**src/rtl/reset_seq_pkg.sv**
```systemverilog
// rtl/reset_seq_pkg.sv - shared state encoding and sizing helpers for the reset sequencer
package reset_seq_pkg;

    typedef enum logic [1:0] {
        WAIT_LOCK = 2'd0,
        STABILIZE = 2'd1,
        RELEASE   = 2'd2,
        RUN       = 2'd3
    } seq_state_t;

    localparam int LOSS_COUNT_W = 8;

    // Counter width for a bound n: $clog2(n), never below one bit.
    function automatic int cnt_w(input int n);
        return (n <= 2) ? 1 : $clog2(n);
    endfunction

endpackage

```
**src/rtl/sync_2ff.sv**
```systemverilog
// rtl/sync_2ff.sv - 1-bit two-flop synchronizer, synchronous active-high reset to 0
module sync_2ff (
    input  logic clk_in,
    input  logic rst,
    input  logic d,
    output logic q
);

    logic meta_q;
    logic sync_q;

    always_ff @(posedge clk_in) begin
        if (rst) begin
            meta_q <= 1'b0;
            sync_q <= 1'b0;
        end else begin
            meta_q <= d;
            sync_q <= meta_q;
        end
    end

    assign q = sync_q;

endmodule

```
**src/rtl/reset_sequencer.sv**
```systemverilog
// rtl/reset_sequencer.sv - qualifies PLL lock and releases domain resets in staggered order
// Optional lock-wait watchdog built when RESET_SEQ_WATCHDOG_EN is defined.
module reset_sequencer
    import reset_seq_pkg::*;
#(
    parameter int LOCK_STABLE_CYCLES = 1024,
    parameter int STAGE_GAP          = 16,
    parameter int NUM_STAGES         = 3,
    parameter int LOSS_FILTER        = 4,
    parameter int WDOG_CYCLES        = 2700000
) (
    input  logic                    clk_in,
    input  logic                    rst,
    input  logic                    pll_locked_async,
    output logic [NUM_STAGES-1:0]   rst_out,
    output logic                    ready,
    output logic                    lock_loss_pulse,
    output logic [LOSS_COUNT_W-1:0] lock_loss_count,
    output logic                    lock_timeout
);

    localparam int STAB_W = cnt_w(LOCK_STABLE_CYCLES);
    localparam int GAP_W  = cnt_w(STAGE_GAP);
    localparam int STG_W  = cnt_w(NUM_STAGES);
    localparam int LOSS_W = cnt_w(LOSS_FILTER);

    logic lock_s;

    sync_2ff u_lock_sync (
        .clk_in (clk_in),
        .rst    (rst),
        .d      (pll_locked_async),
        .q      (lock_s)
    );

    seq_state_t              state_q, state_d;
    logic [STAB_W-1:0]       stab_q, stab_d;
    logic [GAP_W-1:0]        gap_q, gap_d;
    logic [STG_W-1:0]        stage_q, stage_d;
    logic [LOSS_W-1:0]       loss_q, loss_d;
    logic [NUM_STAGES-1:0]   rst_out_q, rst_out_d;
    logic                    ready_q, ready_d;
    logic                    pulse_q, pulse_d;
    logic [LOSS_COUNT_W-1:0] count_q, count_d;

    always_ff @(posedge clk_in) begin
        if (rst) begin
            state_q   <= WAIT_LOCK;
            stab_q    <= '0;
            gap_q     <= '0;
            stage_q   <= '0;
            loss_q    <= '0;
            rst_out_q <= '1;
            ready_q   <= 1'b0;
            pulse_q   <= 1'b0;
            count_q   <= '0;
        end else begin
            state_q   <= state_d;
            stab_q    <= stab_d;
            gap_q     <= gap_d;
            stage_q   <= stage_d;
            loss_q    <= loss_d;
            rst_out_q <= rst_out_d;
            ready_q   <= ready_d;
            pulse_q   <= pulse_d;
            count_q   <= count_d;
        end
    end

    always_comb begin
        state_d   = state_q;
        stab_d    = stab_q;
        gap_d     = gap_q;
        stage_d   = stage_q;
        loss_d    = loss_q;
        rst_out_d = rst_out_q;
        ready_d   = ready_q;
        pulse_d   = 1'b0;
        count_d   = count_q;

        case (state_q)
            WAIT_LOCK: begin
                rst_out_d = '1;
                ready_d   = 1'b0;
                stab_d    = '0;
                loss_d    = '0;
                if (lock_s) begin
                    state_d = STABILIZE;
                end
            end
            STABILIZE: begin
                // Unfiltered: a single low sample restarts qualification.
                if (!lock_s) begin
                    state_d = WAIT_LOCK;
                end else if (stab_q == STAB_W'(LOCK_STABLE_CYCLES - 1)) begin
                    state_d = RELEASE;
                    gap_d   = '0;
                    stage_d = '0;
                    loss_d  = '0;
                end else begin
                    stab_d = stab_q + 1'b1;
                end
            end
            RELEASE, RUN: begin
                if (!lock_s && (loss_q == LOSS_W'(LOSS_FILTER - 1))) begin
                    state_d   = WAIT_LOCK;
                    rst_out_d = '1;
                    ready_d   = 1'b0;
                    pulse_d   = 1'b1;
                    loss_d    = '0;
                    if (count_q != '1) begin
                        count_d = count_q + 1'b1;
                    end
                end else begin
                    loss_d = lock_s ? '0 : loss_q + 1'b1;
                    if (state_q == RELEASE) begin
                        if (gap_q == GAP_W'(STAGE_GAP - 1)) begin
                            gap_d = '0;
                            for (int k = 0; k < NUM_STAGES; k++) begin
                                if (stage_q == STG_W'(k)) begin
                                    rst_out_d[k] = 1'b0;
                                end
                            end
                            if (stage_q == STG_W'(NUM_STAGES - 1)) begin
                                state_d = RUN;
                                ready_d = 1'b1;
                            end else begin
                                stage_d = stage_q + 1'b1;
                            end
                        end else begin
                            gap_d = gap_q + 1'b1;
                        end
                    end
                end
            end
            default: begin
                state_d = WAIT_LOCK;
            end
        endcase
    end

    assign rst_out         = rst_out_q;
    assign ready           = ready_q;
    assign lock_loss_pulse = pulse_q;
    assign lock_loss_count = count_q;

`ifdef RESET_SEQ_WATCHDOG_EN
    localparam int WDOG_W = cnt_w(WDOG_CYCLES);

    logic [WDOG_W-1:0] wdog_q;
    logic              timeout_q;

    // Counter holds at its bound so the flag stays set until rst.
    always_ff @(posedge clk_in) begin
        if (rst) begin
            wdog_q    <= '0;
            timeout_q <= 1'b0;
        end else if (state_q == WAIT_LOCK) begin
            if (wdog_q == WDOG_W'(WDOG_CYCLES - 1)) begin
                timeout_q <= 1'b1;
            end else begin
                wdog_q <= wdog_q + 1'b1;
            end
        end else begin
            wdog_q <= '0;
        end
    end

    assign lock_timeout = timeout_q;
`else
    // Constant 0; WDOG_CYCLES is referenced only so both builds share one interface.
    assign lock_timeout = (WDOG_CYCLES < 0);
`endif

endmodule

```
**config.mk**
```make
export PLATFORM = sky130hd
export DESIGN_NAME = reset_sequencer
export DESIGN_NICKNAME = d
export VERILOG_FILES = /design/src/rtl/reset_seq_pkg.sv /design/src/rtl/sync_2ff.sv /design/src/rtl/reset_sequencer.sv
export SDC_FILE = /design/constraint.sdc
export NUM_CORES = 1
export LEC_CHECK = 0
export CAP_MARGIN = 20
export CORE_MARGIN = 3
export CORE_UTILIZATION = 46
export CTS_CLUSTER_DIAMETER = 100
export DETAILED_ROUTE_END_ITERATION = 8
export PLACE_DENSITY_LB_ADDON = 0.08
export SYNTH_ARGS = -nofsm -noshare
export SYNTH_HDL_FRONTEND = slang
export SYNTH_SLANG_ARGS = --single-unit
```
**constraint.sdc**
```tcl
create_clock -name clk_in -period 3.93 [get_ports clk_in]
set_input_delay 0.786 -clock clk_in [delete_from_list [all_inputs] [get_ports clk_in]]
set_output_delay 0.786 -clock clk_in [all_outputs]
set_load 0.01 [all_outputs]
```
==> impl_metrics.tcl, run 1 <==
set metrics [dict create \
    report.power.total_uw 685 \
    die_x_um 72.1 \
    clock_path_buffers 2 \
    fp.dieArea_um2 5200 \
    grt_pass1_wl_mm 7.40 \
    grt.total_usage 0.177 \
    setup_tns_ns 0 \
    post_synth_num_cell_types 62 \
    dp_hpwl_mm 2.87 \
    fmax_mhz 410 \
    insertion_delay_ns 0.28 \
    numClockSinks 35 \
    number_of_antenna_violations_at_the_first_check_in_global_routing 0 \
    proportion_of_layout_cells_with_a_drive_suffix_above_1 0.0950 \
    dr_total_vias 1733 \
    total_leakage_power_nw 0.782 \
    cts_h_tree_depth 2 \
    max_cap_viol_count 0 \
    cts_root_buf "clkbuf_8" \
    post_cts.repair.setup_buffers 0 \
    detail_route.drc_violations 0 \
    final.hold.worst_slack_ns 0.445 \
    ys.flop_type "dfxtp_1" \
    rr_startpoint "state_q[1]" \
    dpl_cell_area_um2 2150 \
    first_pass_iters 4 \
    critical_path.startpoint "state_q[1]" \
    finalCoreUtilization 0.543 \
    diodes 0 \
    finalHoldViolations 0 \
    timing.critical_path.fanout_max 14 \
    status "complete, no violations" \
    timing.final.crit_share 0.621 \
    clkSlewWorstSetupHoldPaths_ns 0.07 \
    asyncSetResetFlopFracSynth 0 \
    final_cell_mix "dfxtp_1 (35), nand2_1 (21), nor2_1 (17), clkdlybuf4s50_1 (15), nand3_1 (14)" \
    critical_path_arrival_ns 2.65 \
    timing.critical_path.required_ns 4.14 \
    postCtsHoldBufs 0 \
    final_area_um2 2230 \
    clock_skew_ns 0.00371 \
    area.growth.synth_to_final_pct 11.1 \
    port_buffers 15 \
    die-height_um 72.1 \
    hold_path_startpoint "u_lock_sync.meta_q" \
    critPathLaunchType "flop" \
    grt_max_degree 36 \
    cts_made_buffers 5 \
    global_route.usage.met1 0.241 \
    min_path_type "flop to flop" \
    yosys_register_bits 35 \
    vdd.ir_drop.worst_mv 0.233 \
    io_pins 17 \
    tritoncts "built" \
    via_per_instance_ratio 5.93 \
    final_period_minus_worst_setup_slack_ns 2.44 \
    iter_0_drt_violations 119 \
    floorplan.core_area_um2 4120 \
    synth-seq-area-share 0.348 \
    slew_headroom 0.540 \
    yosys_warnings 0 \
    synthesis.area_per_instance_um2 8.60 \
    final_max_slew_viol_count 0 \
    critPathCaptureType "flop" \
    postCtsResizedCells 0 \
    groute.layer.met2.usage 0.272 \
    synth-edff-count 0 \
    power_per_cell_area_nw_per_um2 306 \
    grt.busiest_layer "met2" \
    finalWeightedCongestion 0.851 \
    syn_inst 234 \
    finalWirelength_mm 4.21 \
    synth_fp_nets 249 \
    worst-slew-pin-transition_ns 0.687 \
    placementRows 23 \
    postRouteAntennaNets 0 \
    nNetsFinal 257 \
    gr-total-overflow 0 \
    detail_route.wl_per_cell_um 14.4 \
    setup_repair_after_global_routing_missed_its_margin "false" \
    start_util 0.489 \
    timing.setup.critical_path_class "flop to flop" \
    most_common_cell_after_layout_fill_and_taps_aside "dfxtp_1" \
    first_global_vias 1618 \
    mappedNetlistArea_um2 2010 \
    final-setup-viol-count 0 \
    grt_use_met3 0.0540 \
]
cell usage after synthesis, types with 2 or more instances:
master | n | share of area
buf_4 | 4 | 0.015
or2_2 | 2 | 0.0062
nand3_1 | 14 | 0.035
mux2i_1 | 6 | 0.030
dfxtp_1 | 35 | 0.35
nor2b_1 | 7 | 0.022
a41oi_1 | 2 | 0.0087
nor4_1 | 2 | 0.0062
nor3_1 | 3 | 0.0075
o211ai_1 | 3 | 0.011
nor2_1 | 17 | 0.032
mux2_2 | 2 | 0.011
o41ai_1 | 3 | 0.013
buf_1 | 2 | 0.0037
a41o_1 | 2 | 0.010
or4_1 | 2 | 0.0075
a31oi_1 | 3 | 0.0093
and3_1 | 6 | 0.019
xor2_1 | 2 | 0.0087
o2111ai_1 | 3 | 0.013
inv_1 | 11 | 0.021
a21oi_1 | 9 | 0.022
nand2_1 | 21 | 0.039
o21ai_0 | 8 | 0.020
clkbuf_1 | 5 | 0.0093
nand4b_1 | 3 | 0.013
ha_1 | 12 | 0.075
nand4_1 | 7 | 0.022
or3_1 | 5 | 0.016
state kept, by name (all words and copies together), names as in the netlist:
signal	cells
rst_out	3
stab_q	10
gap_q	4
u_lock_sync.meta_q	1
state_q	2
loss_q	2
lock_loss_pulse	1
ready	1
u_lock_sync.q	1
lock_loss_count	8
stage_q	2
worst max-delay path: stages, from the launching register on:
cell and delay [ns]:
dfxtp_1 0.37, inv_1 0.16, ha_1 0.48, nand2_1 0.22, nor4_1 0.51, or3b_2 0.48
a31oi_1 0.16
power breakdown:
part | leakage, nW | switching, mW | total, mW | internal [mW]
Sequential | 0.283 | 0.00370 | 0.361 | 0.358
Clock | 0.0470 | 0.124 | 0.261 | 0.137
Combinational | 0.452 | 0.0407 | 0.0620 | 0.0213
kinds of logic (layout without fill, tap and decap cells):
family | Yosys count | after routing | synth area share
fa+ha+maj | 12 | 12 | 0.0746
simple gates | 99 | 99 | 0.271
flops | 35 | 35 | 0.348
mux | 8 | 8 | 0.0410
other cells | 1 | 1 | 0.00186
buf+inv | 26 | 34 | 0.0628
compound gates | 51 | 51 | 0.192
xor+xnor | 2 | 2 | 0.00871
final timing paths:
check / endpoint / slack [ns] / cells after the start
worst max-delay path: stab_q[8] / 1.49 / 6
worst min-delay path: u_lock_sync.q / 0.44 / 1
worst max register to register: stab_q[8] / 1.49 / 6
worst min register to register: u_lock_sync.q / 0.44 / 1
layout make-up:
cell class                 instances  area [um^2]
clock buffer                       6         82.6
clock inverter                     1         5.00
fill                             398         1880
inverter                          11         41.3
multi-input combinational        173         1180
sequential                        35          701
tap                               50         62.6
timing repair buffer              16          158
per-layer routing:
layer / up-vias / part of all wire
li1: 880 / -
met1: 823 / 0.52
met2: 26 / 0.44
met3: 4 / 0.032
met4: 0 / 0.0069
met5: - / 0
metrics by stage:
| stage | cells | worst slack [ns] |
|---|---|---|
| 3_5_place_dp | 285 | 1.50 |
| 4_1_cts | 292 | 1.48 |
| 3_3_place_gp | 285 | 1.46 |
| 6_report | 292 | 1.49 |
| 2_1_floorplan | 234 | 2.06 |
| 5_1_grt | 292 | 1.29 |
Note: power is estimated with default switching activity, not from simulation.
==> run 2, diff against run 1 <==
==> constraint.sdc (replaced) <==
create_clock -name clk_in -period 2.3 [get_ports clk_in]
set_input_delay 0.46 -clock clk_in [delete_from_list [all_inputs] [get_ports clk_in]]
set_output_delay 0.46 -clock clk_in [all_outputs]
set_load 0.01 [all_outputs]
==> run 2 against run 1 <==
Critical path depth is the same. Count of clock-buffer cells in the layout grew 1. Sequential share of layout area shrank 0.53 points. Largest cell class unchanged. Total power grew 68%. Utilization grew 0.94 points. Maximum frequency grew 20%. Setup slack lost 1.2 ns. Critical endpoint is now stage_q[1]. Worst hold slack lost 0.0070 ns.
==> impl_metrics.tcl, run 2 (synthesis results as in run 1) <==
set metrics [dict create \
    cts_root_buf "clkbuf_8" \
    max_cap_viol_count 0 \
    final.hold.worst_slack_ns 0.438 \
    final_max_slew_viol_count 0 \
    timing.setup.critical_path_class "flop to flop" \
    floorplan.core_area_um2 4120 \
    number_of_antenna_violations_at_the_first_check_in_global_routing 0 \
    most_common_cell_after_layout_fill_and_taps_aside "dfxtp_1" \
    timing.critical_path.fanout_max 8 \
    iter_0_drt_violations 139 \
    place_inst 291 \
    first_global_vias 1596 \
    post_cts.repair.setup_buffers 0 \
    vdd.ir_drop.worst_mv 0.264 \
    post-route-worst-setup-slack_ns 0.274 \
    clock_skew_ns 0.00404 \
    timing.critical_path.required_ns 2.50 \
    fin_cells 299 \
    postRouteAntennaNets 0 \
    start_util 0.489 \
    finalWeightedCongestion 0.784 \
    gr-total-overflow 0 \
    worst-slew-pin-transition_ns 0.496 \
    first_pass_iters 4 \
    numClockSinks 35 \
    clkSlewWorstSetupHoldPaths_ns 0.07 \
    final_period_minus_worst_setup_slack_ns 2.03 \
    total_leakage_power_nw 0.808 \
    status "complete, no violations" \
    die-height_um 72.1 \
    detail_route.wl_per_cell_um 14.2 \
    final_cell_mix "dfxtp_1 (35), nand2_1 (21), nor2_1 (17), clkdlybuf4s50_1 (15), nand3_1 (14)" \
    clock_path_buffers 2 \
    cts_h_tree_depth 2 \
    proportion_of_layout_cells_with_a_drive_suffix_above_1 0.112 \
    fmax_mhz 494 \
    critPathLaunchType "flop" \
    insertion_delay_ns 0.29 \
    detail_route.drc_violations 0 \
    cts_made_buffers 5 \
    critPathCaptureType "flop" \
    setup_tns_ns 0 \
    tritoncts "built" \
    grt_use_met3 0.0416 \
    fillerInstances 420 \
    nNetsFinal 263 \
    port_buffers 15 \
    grt.busiest_layer "met2" \
    io_pins 17 \
    timing.final.crit_share 0.881 \
    grt_pass1_wl_mm 7.39 \
    dp_hpwl_mm 3.07 \
    largest_register_ffs 10 \
    regMostFlops "stab_q" \
    grt_max_degree 21 \
    fp.dieArea_um2 5200 \
    finalWirelength_mm 4.25 \
    die_x_um 72.1 \
    grt.total_usage 0.180 \
    power_per_cell_area_nw_per_um2 507 \
    report.power.total_mw 1.15 \
    finalHoldViolations 0 \
    slew_headroom 0.667 \
    postCtsResizedCells 0 \
    area.growth.synth_to_final_pct 13.0 \
    setup_repair_after_global_routing_missed_its_margin "false" \
    global_route.usage.met1 0.259 \
    min_path_type "flop to flop" \
    dr_total_vias 1736 \
    final-setup-viol-count 0 \
    via_per_instance_ratio 5.81 \
    critical_path_arrival_ns 2.23 \
    detailedPlace.worstSlack_ns 0.289 \
    placementRows 23 \
    diodes 0 \
    postCtsHoldBufs 0 \
    groute.layer.met2.usage 0.262 \
]
run 2: changes by cell type in the layout (fill, tap and decap cells not counted), sizes merged:
| cell | previous run | this run |
|---|---|---|
| clkbuf | 6 | 7 |
| buf | 1 | 7 |
run 2: per-layer routing:
| layer | up-vias | part of all wire |
|---|---|---|
| met4 | 0 | 0.015 |
| li1 | 891 | - |
| met3 | 6 | 0.040 |
| met5 | - | 0 |
| met1 | 807 | 0.52 |
| met2 | 32 | 0.42 |
run 2: final timing paths:
path / startpoint / endpoint / slack [ns] / cells after the start
worst max-delay path: state_q[0] / stage_q[1] / 0.27 / 6
worst min-delay path: u_lock_sync.meta_q / u_lock_sync.q / 0.44 / 1
worst max register to register: state_q[0] / stage_q[1] / 0.27 / 6
worst min register to register: u_lock_sync.meta_q / u_lock_sync.q / 0.44 / 1
run 2: final cells by class:
cell class              count  area [um^2]  share of cell area
multi-input cells         173         1180               0.521
clock buffers               7         76.3              0.0336
repair buffers             22          203              0.0892
inverters                  11         41.3              0.0182
flip-flops and latches     35          701               0.308
clock inverters             1         5.00             0.00220
well taps                  50         62.6              0.0275
run 2: stage by stage:
step | util | area [um^2]
2_1_floorplan | - | 2010
3_3_place_gp | 0.533 | 2190
3_5_place_dp | 0.533 | 2190
4_1_cts | 0.552 | 2270
5_1_grt | 0.552 | 2270
6_report | 0.552 | 2270
run 2: critical path: stages, from the launching register on:
cell and delay, ns:
dfxtp_1 0.42, inv_1 0.12, ha_1 0.30, nand2_1 0.05, or4_1 0.55, a21o_1 0.27, o32ai_2 0.24
run 2: power breakdown:
group / leakage, nW / internal (mW) / switching (mW)
clock: 0.0422 / 0.212 / 0.211
sequential: 0.283 / 0.611 / 0.00606
combinational: 0.483 / 0.0407 / 0.0716
==> run 3, diff against run 2 <==
--- a/config.mk
+++ b/config.mk
@@ -10,6 +10,7 @@
 export CORE_UTILIZATION = 46
 export CTS_CLUSTER_DIAMETER = 100
 export DETAILED_ROUTE_END_ITERATION = 8
+export MAX_ROUTING_LAYER = met4
 export PLACE_DENSITY_LB_ADDON = 0.08
 export SYNTH_ARGS = -nofsm -noshare
 export SYNTH_HDL_FRONTEND = slang
==> run 3 against run 2 <==
Sequential cell count did not move. Critical path depth did not move. Count of clock-buffer cells in the layout did not move. Sequential power barely moved. Critical path type unchanged.
==> impl_metrics.tcl, run 3 (synthesis results as in run 1) <==
set metrics [dict create \
    dpl_cell_area_um2 2190 \
    fmax_mhz 493 \
    dp_hpwl_mm 3.07 \
    worstRegToRegCells 6 \
    cp_slowest_cell "or4_1" \
    setup_repair_after_global_routing_missed_its_margin "false" \
    regMostFlops "stab_q" \
    grt.total_usage 0.185 \
    finalHoldViolations 0 \
    die_x_um 72.1 \
    net-switching-power_uw 288 \
    global_route.usage.met1 0.260 \
    final_cell_mix "dfxtp_1 (35), nand2_1 (21), nor2_1 (17), clkdlybuf4s50_1 (15), nand3_1 (14)" \
    cts_made_buffers 5 \
    clkSlewWorstSetupHoldPaths_ns 0.07 \
    final_area_um2 2270 \
    timing.setup.critical_path_class "flop to flop" \
    min_path_type "flop to flop" \
    timing.critical_path.required_ns 2.50 \
    rr_startpoint "state_q[0]" \
    io_pins 17 \
    vdd.ir_drop.worst_mv 0.264 \
    final_max_slew_viol_count 0 \
    cts_h_tree_depth 2 \
    placementRows 23 \
    slew_headroom 0.667 \
    most_common_cell_after_layout_fill_and_taps_aside "dfxtp_1" \
    critPathLaunchType "flop" \
    cellInternalPower_uw 864 \
    timing.final.crit_share 0.881 \
    grt_use_met3 0.0416 \
    timing.critical_path.fanout_max 8 \
    min_delay_path_depth 1 \
    clock_path_buffers 2 \
    nNetsFinal 263 \
    proportion_of_layout_cells_with_a_drive_suffix_above_1 0.112 \
    largest_register_ffs 10 \
    finalWeightedCongestion 0.795 \
    max_cap_viol_count 0 \
    sw_frac_of_total 0.250 \
    destination_of_the_worst_register_to_register_timing_path "stage_q[1]" \
    seq_pwr_share 0.536 \
    postCtsHoldBufs 0 \
    diodes 0 \
    clock_skew_ns 0.00479 \
    detail_route.drc_violations 0 \
    finalWirelength_mm 4.29 \
    numClockSinks 35 \
    status "complete, no violations" \
    first_global_vias 1597 \
    tritoncts "built" \
    final-setup-viol-count 0 \
    gr-total-overflow 0 \
    total_leakage_power_nw 0.808 \
    grt_pass1_wl_mm 7.39 \
    groute.layer.met2.usage 0.261 \
    dr_total_vias 1738 \
    fp.dieArea_um2 5200 \
    postCtsResizedCells 0 \
    floorplan.core_area_um2 4120 \
    final_period_minus_worst_setup_slack_ns 2.03 \
    hold_path_startpoint "u_lock_sync.meta_q" \
    timing.reg2reg.setup_slack_ns 0.27 \
    start_util 0.489 \
    setup_tns_ns 0 \
    postRouteAntennaNets 0 \
    hold_path_end "u_lock_sync.q" \
    power_per_cell_area_nw_per_um2 507 \
    timing.critical_path.slowest_cell_delay_ns 0.55 \
    finalCoreUtilization 0.552 \
    port_buffers 15 \
    critical_path_arrival_ns 2.23 \
    power_frac_clock 0.367 \
    insertion_delay_ns 0.29 \
    via_per_instance_ratio 5.81 \
    grt.busiest_layer "met2" \
    crit_chain "inv_1 > ha_1 > nand2_1 > or4_1 > a21o_1 > o32ai_2" \
    critPathCaptureType "flop" \
    detail_route.wl_per_cell_um 14.3 \
    first_pass_iters 4 \
    post_cts.repair.setup_buffers 0 \
    report.power.total_mw 1.15 \
    die-height_um 72.1 \
    number_of_antenna_violations_at_the_first_check_in_global_routing 0 \
    combinationalPowerShare 0.097 \
    area.growth.synth_to_final_pct 13.0 \
    iter_0_drt_violations 135 \
    cts_root_buf "clkbuf_8" \
    grt_max_degree 21 \
    worst-slew-pin-transition_ns 0.496 \
]
==> run 3: power groups by stage <==
stage	clock, mW	combinational, mW	sequential (mW)
final	0.423	0.112	0.617
after global routing	0.468	0.127	0.617
after CTS	0.447	0.113	0.616
after detailed placement	0	0.112	0.631
after global placement	0	0.113	0.630
after floorplan	0	0.0860	0.629
==> run 3: worst max path at each step <==
| stage | endpoint | start |
|---|---|---|
| global route | stab_q[8] | state_q[1] |
| finish | stage_q[1] | state_q[0] |
| global placement | stab_q[8] | state_q[1] |
| floorplan | ready | state_q[0] |
| CTS | ready | state_q[0] |
| detailed placement | ready | state_q[0] |
==> run 3: worst max-delay path, delay by kind of cell, from the launching register on <==
| kind | cells | cell delay, ns |
|---|---|---|
| and+or+nand+nor | 2 | 0.60 |
| buffers and inverters | 1 | 0.12 |
| AOI/OAI and AO/OA | 2 | 0.51 |
| adders and majority gates | 1 | 0.30 |
| DFF | 1 | 0.42 |
==> run 3: cell type report <==
class | instances | area [um^2]
Tap cell | 50 | 62.6
Fill cell | 420 | 1840
Sequential cell | 35 | 701
Clock buffer | 7 | 76.3
Multi-Input combinational cell | 173 | 1180
Inverter | 11 | 41.3
Timing Repair Buffer | 22 | 203
Clock inverter | 1 | 5.00
==> run 3: metal layers <==
layer | routed length [um] | share of wire
met1 | 2210 | 0.52
met5 | 0 | 0
met3 | 173 | 0.040
met4 | 63 | 0.015
met2 | 1840 | 0.43
==> run 3: through the flow <==
stage          std cells  hold WS, ns  worst slack [ns]
5_1_grt              299        0.458             0.101
4_1_cts              299        0.441             0.274
3_3_place_gp         291        0.426             0.293
3_5_place_dp         291        0.425             0.289
6_report             299        0.438             0.274
2_1_floorplan        234        0.414             0.430
